`src/rtl/x_mac_ctrl_if.sv`:
```
// rtl/x_mac_ctrl_if.sv - host, X buffer, ROM, MAC and result RAM signals of the MAC controller
interface x_mac_ctrl_if #(
   parameter int ROM_AW = 5
);
   logic              start;
   logic              valid_input;
   logic              xload_done;
   logic              input_load_en;
   logic              x_shift;
   logic [ROM_AW-1:0] rom_addr;
   logic              mac_en;
   logic              mac_first;
   logic              ram_we;
   logic [1:0]        ram_addr;
   logic              busy;
   logic              done;
   logic              err;

   // controller side
   modport master (
      input  start, valid_input, xload_done,
      output input_load_en, x_shift, rom_addr, mac_en, mac_first,
             ram_we, ram_addr, busy, done, err
   );

   // host / datapath side
   modport slave (
      output start, valid_input, xload_done,
      input  input_load_en, x_shift, rom_addr, mac_en, mac_first,
             ram_we, ram_addr, busy, done, err
   );
endinterface

```
`src/rtl/x_mac_ctrl.sv`:
```
// rtl/x_mac_ctrl.sv - X buffer load and MAC column sequencing controller
module x_mac_ctrl #(
   parameter int N_COL  = 4,
   parameter int K      = 8,
   parameter int ROM_AW = 5
) (
   input  logic         clk,
   input  logic         rst,
   x_mac_ctrl_if.master bus
);
   localparam int STEP_W = $clog2(K);

   typedef enum logic [2:0] {
      IDLE  = 3'd0,
      LOAD  = 3'd1,
      ISSUE = 3'd2,
      DRAIN = 3'd3,
      WRITE = 3'd4,
      DONE  = 3'd5
   } state_t;

   state_t            state;
   state_t            state_nxt;
   logic [4:0]        load_cnt;
   logic [STEP_W-1:0] step;
   logic [1:0]        col;
   logic [ROM_AW-1:0] rom_hold;
   logic [ROM_AW-1:0] rom_cur;
   logic              issue_q;
   logic              first_q;
   logic              err_q;
   logic              load_last;
   logic              step_last;
   logic              col_last;
   logic              load_en;
   logic              we;
   logic              done_p;

   assign load_last = (state == LOAD) && bus.valid_input && (load_cnt == 5'd31);
   assign step_last = (step == STEP_W'(K - 1));
   assign col_last  = (col == 2'(N_COL - 1));

   // state register
   always_ff @(posedge clk) begin
      if (rst) state <= IDLE;
      else     state <= state_nxt;
   end

   // next state, strobes and ROM address (address holds its last value outside ISSUE)
   always_comb begin
      state_nxt = state;
      load_en   = 1'b0;
      we        = 1'b0;
      done_p    = 1'b0;
      rom_cur   = rom_hold;
      case (state)
         IDLE:  if (bus.start) state_nxt = LOAD;
         LOAD: begin
            load_en = 1'b1;
            if (load_last) state_nxt = ISSUE;
         end
         ISSUE: begin
            rom_cur = ROM_AW'(int'(col) * K + int'(step));
            if (step_last) state_nxt = DRAIN;
         end
         DRAIN: state_nxt = WRITE;
         WRITE: begin
            we        = 1'b1;
            state_nxt = col_last ? DONE : ISSUE;
         end
         DONE: begin
            done_p    = 1'b1;
            state_nxt = IDLE;
         end
         default: state_nxt = IDLE;
      endcase
   end

   // counters, held address, one-cycle issue pipeline matching ROM latency, sticky error
   always_ff @(posedge clk) begin
      if (rst) begin
         load_cnt <= '0;
         step     <= '0;
         col      <= '0;
         rom_hold <= '0;
         issue_q  <= 1'b0;
         first_q  <= 1'b0;
         err_q    <= 1'b0;
      end else begin
         rom_hold <= rom_cur;
         issue_q  <= (state == ISSUE);
         first_q  <= (state == ISSUE) && (step == '0);
         if (state == LOAD && bus.valid_input) load_cnt <= load_cnt + 5'd1;
         if (load_last && !bus.xload_done) err_q <= 1'b1;
         if (state == ISSUE) step <= step_last ? '0 : step + STEP_W'(1);
         if (state == WRITE && !col_last) col <= col + 2'd1;
         if (state == DONE) begin
            col  <= '0;
            step <= '0;
         end
      end
   end

   assign bus.input_load_en = load_en;
   assign bus.x_shift       = issue_q;
   assign bus.mac_en        = issue_q;
   assign bus.mac_first     = first_q;
   assign bus.rom_addr      = rom_cur;
   assign bus.ram_we        = we;
   assign bus.ram_addr      = col;
   assign bus.busy          = (state != IDLE);
   assign bus.done          = done_p;
   assign bus.err           = err_q;
endmodule
```
`src/flat_wrapper.sv`:
```
// flat-port wrapper written by rule: the top's interface ports become plain ports
module x_mac_ctrl_flat 
#(
   parameter int N_COL  = 4,
   parameter int K      = 8,
   parameter int ROM_AW = 5
)
  (clk, rst, bus_start, bus_valid_input, bus_xload_done, bus_input_load_en, bus_x_shift, bus_rom_addr, bus_mac_en, bus_mac_first, bus_ram_we, bus_ram_addr, bus_busy, bus_done, bus_err);
  x_mac_ctrl_if #(.ROM_AW(ROM_AW)) bus_i ();
  input  logic clk;
  input  logic rst;
  input wire logic [$bits(bus_i.start)-1:0] bus_start;
  input wire logic [$bits(bus_i.valid_input)-1:0] bus_valid_input;
  input wire logic [$bits(bus_i.xload_done)-1:0] bus_xload_done;
  output wire logic [$bits(bus_i.input_load_en)-1:0] bus_input_load_en;
  output wire logic [$bits(bus_i.x_shift)-1:0] bus_x_shift;
  output wire logic [$bits(bus_i.rom_addr)-1:0] bus_rom_addr;
  output wire logic [$bits(bus_i.mac_en)-1:0] bus_mac_en;
  output wire logic [$bits(bus_i.mac_first)-1:0] bus_mac_first;
  output wire logic [$bits(bus_i.ram_we)-1:0] bus_ram_we;
  output wire logic [$bits(bus_i.ram_addr)-1:0] bus_ram_addr;
  output wire logic [$bits(bus_i.busy)-1:0] bus_busy;
  output wire logic [$bits(bus_i.done)-1:0] bus_done;
  output wire logic [$bits(bus_i.err)-1:0] bus_err;
  assign bus_i.start = bus_start;
  assign bus_i.valid_input = bus_valid_input;
  assign bus_i.xload_done = bus_xload_done;
  assign bus_input_load_en = bus_i.input_load_en;
  assign bus_x_shift = bus_i.x_shift;
  assign bus_rom_addr = bus_i.rom_addr;
  assign bus_mac_en = bus_i.mac_en;
  assign bus_mac_first = bus_i.mac_first;
  assign bus_ram_we = bus_i.ram_we;
  assign bus_ram_addr = bus_i.ram_addr;
  assign bus_busy = bus_i.busy;
  assign bus_done = bus_i.done;
  assign bus_err = bus_i.err;
  x_mac_ctrl #(.N_COL(N_COL), .K(K), .ROM_AW(ROM_AW)) u_core (.clk(clk), .rst(rst), .bus(bus_i));
endmodule
```
`config.mk`:
```
export PLATFORM = sky130hd
export DESIGN_NAME = x_mac_ctrl_flat
export DESIGN_NICKNAME = d
export VERILOG_FILES = /design/src/rtl/x_mac_ctrl_if.sv /design/src/rtl/x_mac_ctrl.sv /design/src/flat_wrapper.sv
export SDC_FILE = /design/constraint.sdc
export NUM_CORES = 1
export LEC_CHECK = 0
export CAP_MARGIN = 20
export CORE_MARGIN = 5
export CORE_UTILIZATION = 45
export CTS_BUF_LIST = sky130_fd_sc_hd__clkbuf_8
export DETAILED_ROUTE_END_ITERATION = 16
export DONT_BUFFER_PORTS = 1
export PLACE_DENSITY = 0.61
export SETUP_SLACK_MARGIN = 0.4
export SYNTH_ARGS = -nofsm -noshare
export SYNTH_HDL_FRONTEND = slang
export SYNTH_SLANG_ARGS = --single-unit
```
`constraint.sdc`:
```
create_clock -name clk -period 1.6 [get_ports clk]
set_input_delay 0.08 -clock clk [delete_from_list [all_inputs] [get_ports clk]]
set_output_delay 0.08 -clock clk [all_outputs]
set_load 0.02 [all_outputs]
```
==> out/results.ini, run 1 <==
[pwr]
power_frac_comb = 0.083
power_uw = 951
vdd_ir_drop_max_v = 0.000422
pwr-share-clk = 0.364
swShare = 0.231
power_leakage_nw = 0.621
p_int_uw = 731
pwr-share-seq = 0.553
power_density_nw_per_um2 = 614
p_switching_uw = 219

[cts]
numCtsBuffers = 3
h-tree-depth = 1
cts.sinks = 21
cts_root_buffer = clkbuf_8
clk_pin_slew_worst_paths_ns = 0.08
cts_buffer_depth = 2
clk-insertion-delay-late_ns = 0.26
cts_tree = built

[logic_synthesis]
async_reset_ff_frac = 0
yosys_register_bits = 21
syn-instance-count = 106
synth_cell_types = 36
synth.cell_area_um2 = 1030
ys_seq_area_frac = 0.407
ys_warn_count = 0
synth_edf_count = 0
synth-main-ff-cell = dfxtp_1
synth_fp_nets = 117
avgSynthCellArea_um2 = 9.75

[grt]
grt_max_degree = 16
grt_pass1_vias = 845
busiest_layer = met2
grtUsageTotal = 0.140
grt_pass1_wl_mm = 3.64
grt_overflow_total = 0
antenna_found_initial = 0
grtUsageMet2 = 0.244
grt_use_met1 = 0.160
met3_usage = 0.0334

[place]
numPortBuffers = 0
gp_congestion = 0.729
place_ws_ns = 0.163
hpwl_mm = 1.32

[sta]
max_freq_ghz = 0.609
tightest_slew_ns = 0.798
setup_viol = 5
rsz0062_at_grt = true
whs_ns = 0.0155
fin_crit_sh = 1.03
maxSlewHeadroom = 0.468
skew_ns = 0.00144
hold_violations = 0
fin_crit_ns = 1.64
slew_violations = 0
setup_ws_ns = -0.0429

[floorplanning]
boundaryPins = 20
rows = 17
die_h_um = 57.9
core_um2 = 2210
fp.dieArea_um2 = 3360
start_util = 0.467
dieWidth_um = 57.9

[setup_path]
cp-start-kind = flop
end_kind = output port
cp.required_ns = 1.52
crit_fanout = 8
cp-startpoint = u_core.state[2]$_SDFFE_PP0P_
criticalPathCategory = reg2out
worstPathArrival_ns = 1.56
r2r_start = u_core.state[2]$_SDFFE_PP0P_

[worst_hold_path]
min_from = bus_valid_input
hp-class = in2reg

[route]
drt-pass1-iter-count = 4
via_per_inst = 5.41
drcViolationCount = 0
via_count = 838
routedWlPerCell_um = 15.0
antenna_left = 0
drt_iter0_drc = 9
finalWirelength_mm = 2.32

[layout]
antenna_cells = 0
fin_nets = 139
fillers = 167
drive_above_1_share = 0.512
synthToLayoutAreaGrowth_pct = 49.9

[status]
outcome = complete, but fails checks
violations = setup timing

[flow_run]
cap_violations = 0

-- area by class of cell --
class / instances / area (um^2) / share of cell area
clock buffer: 3 / 41.3 / 0.0267
inverter: 4 / 15.0 / 0.00969
tap: 28 / 35.0 / 0.0226
multi-input combinational: 73 / 733 / 0.473
timing repair buffer: 25 / 279 / 0.180
clock inverter: 1 / 3.75 / 0.00242
sequential: 21 / 442 / 0.285
-- worst max-delay path, cell delays in order, from the launching register on --
cell and delay (ns):
dfxtp_2 0.36, or3b_4 0.47, mux2_4 0.34, buf_6 0.13
-- per-stage QoR --
step                 util  instances  area (um^2)  setup TNS [ns]
global route        0.700        155         1550          -0.359
floorplan               -        106         1090               0
detailed placement  0.521        136         1150               0
global placement    0.521        136         1150               0
CTS                 0.611        148         1350          -0.128
finish              0.700        155         1550          -0.197
-- repair_timing --
action                                  in CTS  in global routing
pin swaps                                    5                  8
gates cloned                                 0                  1
resized for setup                           21                 31
hold buffers                                 1                  0
endpoints found under the hold margin       15                  0
buffers inserted                             7                  6
endpoints found under the setup margin      24                 27
-- worst paths after layout --
path / slack (ns) / depth (start not counted) / endpoint
worst max-delay path: -0.04 / 3 / bus_rom_addr[1]
worst min register to register: 0.51 / 2 / u_core.step[1]$_SDFFE_PP0P_
worst max register to register: 0 / 5 / u_core.step[0]$_SDFFE_PP0P_
worst min-delay path: 0.02 / 2 / u_core.state[0]$_SDFFE_PP0P_
-- power by group through the flow --
stage | logic [mW] | clock network, mW | registers (mW)
final | 0.0790 | 0.346 | 0.525
after global routing | 0.0863 | 0.383 | 0.526
after CTS | 0.0673 | 0.357 | 0.528
after detailed placement | 0.0394 | 0 | 0.547
after global placement | 0.0388 | 0 | 0.546
after floorplan | 0.0416 | 0 | 0.545
-- routing by layer --
layer / vias up / routed length (um) / part of all wire
met4: 0 / 49 / 0.021
li1: 413 / - / -
met2: 21 / 1170 / 0.50
met1: 399 / 954 / 0.41
met5: - / 0 / 0
met3: 5 / 145 / 0.063
-- Yosys cell counts, types with 2 or more instances --
cell type / number / area share
mux2i_1: 3 / 0.029
inv_1: 4 / 0.015
nor4b_1: 2 / 0.017
nand2_1: 4 / 0.015
nand2b_1: 3 / 0.018
clkbuf_1: 4 / 0.015
nor3b_1: 4 / 0.029
nor2b_1: 8 / 0.048
dfxtp_1: 21 / 0.41
nor2_1: 10 / 0.036
buf_2: 2 / 0.0097
a21oi_1: 5 / 0.024
mux2_4: 4 / 0.058
ha_1: 6 / 0.073
and3b_1: 2 / 0.017
or3_1: 2 / 0.012
o21ai_0: 2 / 0.0097
mux2_2: 2 / 0.022
-- flip-flops by register name, summed over array words and instances, names as in the netlist --
register and count:
u_core.state 3, u_core.step 3, u_core.bus.ram_addr 2, u_core.bus.mac_en 1
u_core.rom_hold 5, u_core.bus.err 1, u_core.load_cnt 5, u_core.bus.mac_first 1
-- cell families after synthesis --
family	Yosys count	synth area share
AO/OA/AOI/OAI	14	0.0908
XOR/XNOR	1	0.00848
adder cells (fa/ha/maj)	6	0.0726
buffers and inverters	12	0.0569
flip-flops	21	0.407
multiplexers	9	0.109
AND/OR/NAND/NOR	43	0.255
-- placed cells by master, fill, tap and decap left out, types with 2 or more instances in the layout --
cell / Yosys / routed
dfxtp_1: 21 / 14
buf_6: 1 / 13
nor2_1: 10 / 10
buf_4: 1 / 8
inv_1: 4 / 5
mux2_4: 4 / 5
dfxtp_4: 0 / 5
nor2b_4: 0 / 4
a21oi_2: 0 / 4
nor2b_1: 8 / 4
mux2i_1: 3 / 3
nand2_1: 4 / 3
nand2b_1: 3 / 3
ha_4: 0 / 3
ha_1: 6 / 3
clkbuf_8: 0 / 3
nor3b_4: 0 / 2
and3b_1: 2 / 2
nor3b_1: 4 / 2
dfxtp_2: 0 / 2
Note: power is estimated with default switching activity, not from simulation.
==> run 2, diff against run 1 <==
--- a/config.mk
+++ b/config.mk
@@ -5,10 +5,10 @@
 export SDC_FILE = /design/constraint.sdc
 export NUM_CORES = 1
 export LEC_CHECK = 0
+export ABC_AREA = 1
 export CAP_MARGIN = 20
 export CORE_MARGIN = 5
 export CORE_UTILIZATION = 45
-export CTS_BUF_LIST = sky130_fd_sc_hd__clkbuf_8
 export DETAILED_ROUTE_END_ITERATION = 16
 export DONT_BUFFER_PORTS = 1
 export PLACE_DENSITY = 0.61
==> run 2 against run 1 <==
  * The flow now finishes without violations
  * First-iteration DRC count grew 78%
  * Register-to-register slack gained 0.24 ns
  * Sequential power grew 43%
  * Non-clock buffer count shrank 3
  * Clock power shrank 26%
  * Largest cell class unchanged
  * Total power grew 130%
  * Synthesized cell count grew 28%
  * Global-route usage grew 0.34 points
  * Critical endpoint is now bus_rom_addr[0]
  * Via count grew 11%
  * Setup slack gained 0.23 ns
  * Count of clock-buffer cells in the layout grew 1
==> out/results.ini, run 2 <==
[setup_path]
path_cells = nor2_4 > nand2_4 > buf_8 > nor2_4 > inv_2 > nand2_4
end_kind = output port
crit_path_max_incr_delay_ns = 0.38
crit_fanout = 7
cp-startpoint = u_core.state[2]$_SDFFE_PP0P_
criticalPathCategory = reg2out
cp.required_ns = 1.52
worstPathArrival_ns = 1.34
r2r_start = u_core.step[1]$_SDFFE_PP0P_
cp-start-kind = flop
cp_slowest_cell = dfxtp_4
cpLargestDelayFamily = simple AND/OR/NAND/NOR gates
crit_buf_inv = 2

[place]
numPortBuffers = 0
hpwl_mm = 1.47
gp_congestion = 0.841
place_inst = 165

[layout]
final_cells = 187
synthToLayoutAreaGrowth_pct = 41.6
drive_above_1_share = 0.459
layout_commonest_cell = nand2_1
antenna_cells = 0
reg.largest.list = u_core.load_cnt (5), u_core.rom_hold (5)
layout_common_cells = nand2_1, inv_1, buf_4, dfxtp_1, nor2_1
fin_nets = 171

[worst_hold_path]
hp-class = in2reg
min_from = rst

[flow_run]
cap_violations = 0

[pwr]
pwr-share-clk = 0.115
vdd_ir_drop_max_v = 0.00102
p_switching_uw = 969
power_leakage_nw = 0.611
power_density_nw_per_um2 = 1530
power_mw = 2.21
pwr-share-seq = 0.341
p_int_mw = 1.24
swShare = 0.438
power_frac_comb = 0.544

[sta]
slew_violations = 0
setup_viol = 0
maxSlewHeadroom = 0.715
tightest_slew_ns = 0.426
max_freq_ghz = 0.706
hold_violations = 0
skew_ns = 0.00110
rsz0062_at_grt = true
tns_ns = 0
fin_crit_ns = 1.42
fin_crit_sh = 0.885
whs_ns = 0.0583

[floorplanning]
rows = 17
fp.dieArea_um2 = 3310
dieWidth_um = 57.6
core_um2 = 2190
start_util = 0.465
die_h_um = 57.6
boundaryPins = 20

[cts]
cts.sinks = 21
cts_tree = built
clk-insertion-delay-late_ns = 0.30
numCtsBuffers = 3
cts_root_buffer = clkbuf_4
clk_pin_slew_worst_paths_ns = 0.11
h-tree-depth = 1
cts_buffer_depth = 2

[logic_synthesis]
ys_seq_area_frac = 0.413
synthSimpleGateAreaFrac = 0.259
syn-instance-count = 136
synth_top_family_by_area = simple AND/OR/NAND/NOR gates
synth.cell_area_um2 = 1020
avgSynthCellArea_um2 = 7.49
synth_cell_types = 24
synth_top_area_cell = dfxtp_1
synth_compound_gate_area_share = 0.139
synth_fp_nets = 147
synth-xor-area-share = 0
synth_top_area_frac = 0.413
synth_edf_count = 0
synth-main-ff-cell = dfxtp_1
netlist_top_cells_area = dfxtp_1, inv_1, nand2_1, ha_1, nor2_1
yosys-top-cells-count = inv_1, dfxtp_1, nand2_1
ys_warn_count = 0
yosys_register_bits = 21
synth_adder_area_share = 0.0737
synth_most_common_cell = inv_1
async_reset_ff_frac = 0
synth.mux.area_fraction = 0

[grt]
antenna_found_initial = 0
grt_overflow_total = 0
grt_max_degree = 12
grt_pass1_vias = 864
grt_pass1_wl_mm = 3.75
grtUsageTotal = 0.144

[route]
via_per_inst = 4.96
drt_iter0_drc = 16
via_count = 927
routedWlPerCell_um = 13.0
drcViolationCount = 0
antenna_left = 0
finalWirelength_mm = 2.44
drt-pass1-iter-count = 4

[status]
outcome = complete, no violations

[run 2: final cells by class]
| cell class | count | area (um^2) |
|---|---|---|
| Fill cell | 183 | 748 |
| Clock buffer | 4 | 26.3 |
| Tap cell | 28 | 35.0 |
| Timing Repair Buffer | 22 | 191 |
| Sequential cell | 21 | 435 |
| Inverter | 25 | 114 |
| Multi-Input combinational cell | 87 | 641 |
[run 2: cells by family after synthesis]
| logic type | Yosys count |
|---|---|
| AND/OR/NAND/NOR | 57 |
| buffers and inverters | 28 |
| AO/OA/AOI/OAI | 24 |
| flip-flops | 21 |
| adder cells (fa/ha/maj) | 6 |
[run 2: timing repair]
action,4_1_cts,5_1_grt
pin swaps,3,10
resized for setup,25,38
hold buffers,3,0
endpoints found under the setup margin,15,24
hold endpoints to repair,11,0
buffers inserted,10,5
[run 2: worst min-delay path, stage by stage]
cell,delay (ns)
inv_1,0.13
o21ai_2,0.09
a21oi_1,0.04
[run 2: metrics by stage]
stage | utilization | area [um^2] | worst slack (ns)
2_1_floorplan | - | 1040 | 0.325
3_5_place_dp | 0.493 | 1080 | 0.199
6_report | 0.658 | 1440 | 0.184
4_1_cts | 0.580 | 1270 | 0.219
5_1_grt | 0.658 | 1440 | 0.108
3_3_place_gp | 0.493 | 1080 | 0.192
[run 2: routing by layer]
metal	wire, um	vias up	GRT usage
met5	0	-	0
met3	157	4	0.0611
li1	-	480	-
met4	27	0	0.0364
met1	1030	416	0.173
met2	1220	27	0.235
[run 2: final timing paths]
kind	to	slack [ns]	cells past startpoint
min	u_core.load_cnt[0]$_SDFFE_PP0P_	0.06	3
min reg2reg	u_core.rom_hold[2]$_SDFF_PP0_	0.51	2
max	bus_rom_addr[0]	0.18	6
max reg2reg	u_core.state[1]$_SDFFE_PP0P_	0.24	8
[run 2: power by group through the flow]
stage / Clock (mW) / Sequential (mW) / Combinational (mW)
2_1_floorplan: 0 / 0.725 / 0.631
3_3_place_gp: 0 / 0.741 / 0.714
3_5_place_dp: 0 / 0.746 / 0.731
4_1_cts: 0.261 / 0.735 / 0.915
5_1_grt: 0.283 / 0.768 / 1.30
6_report: 0.255 / 0.753 / 1.20
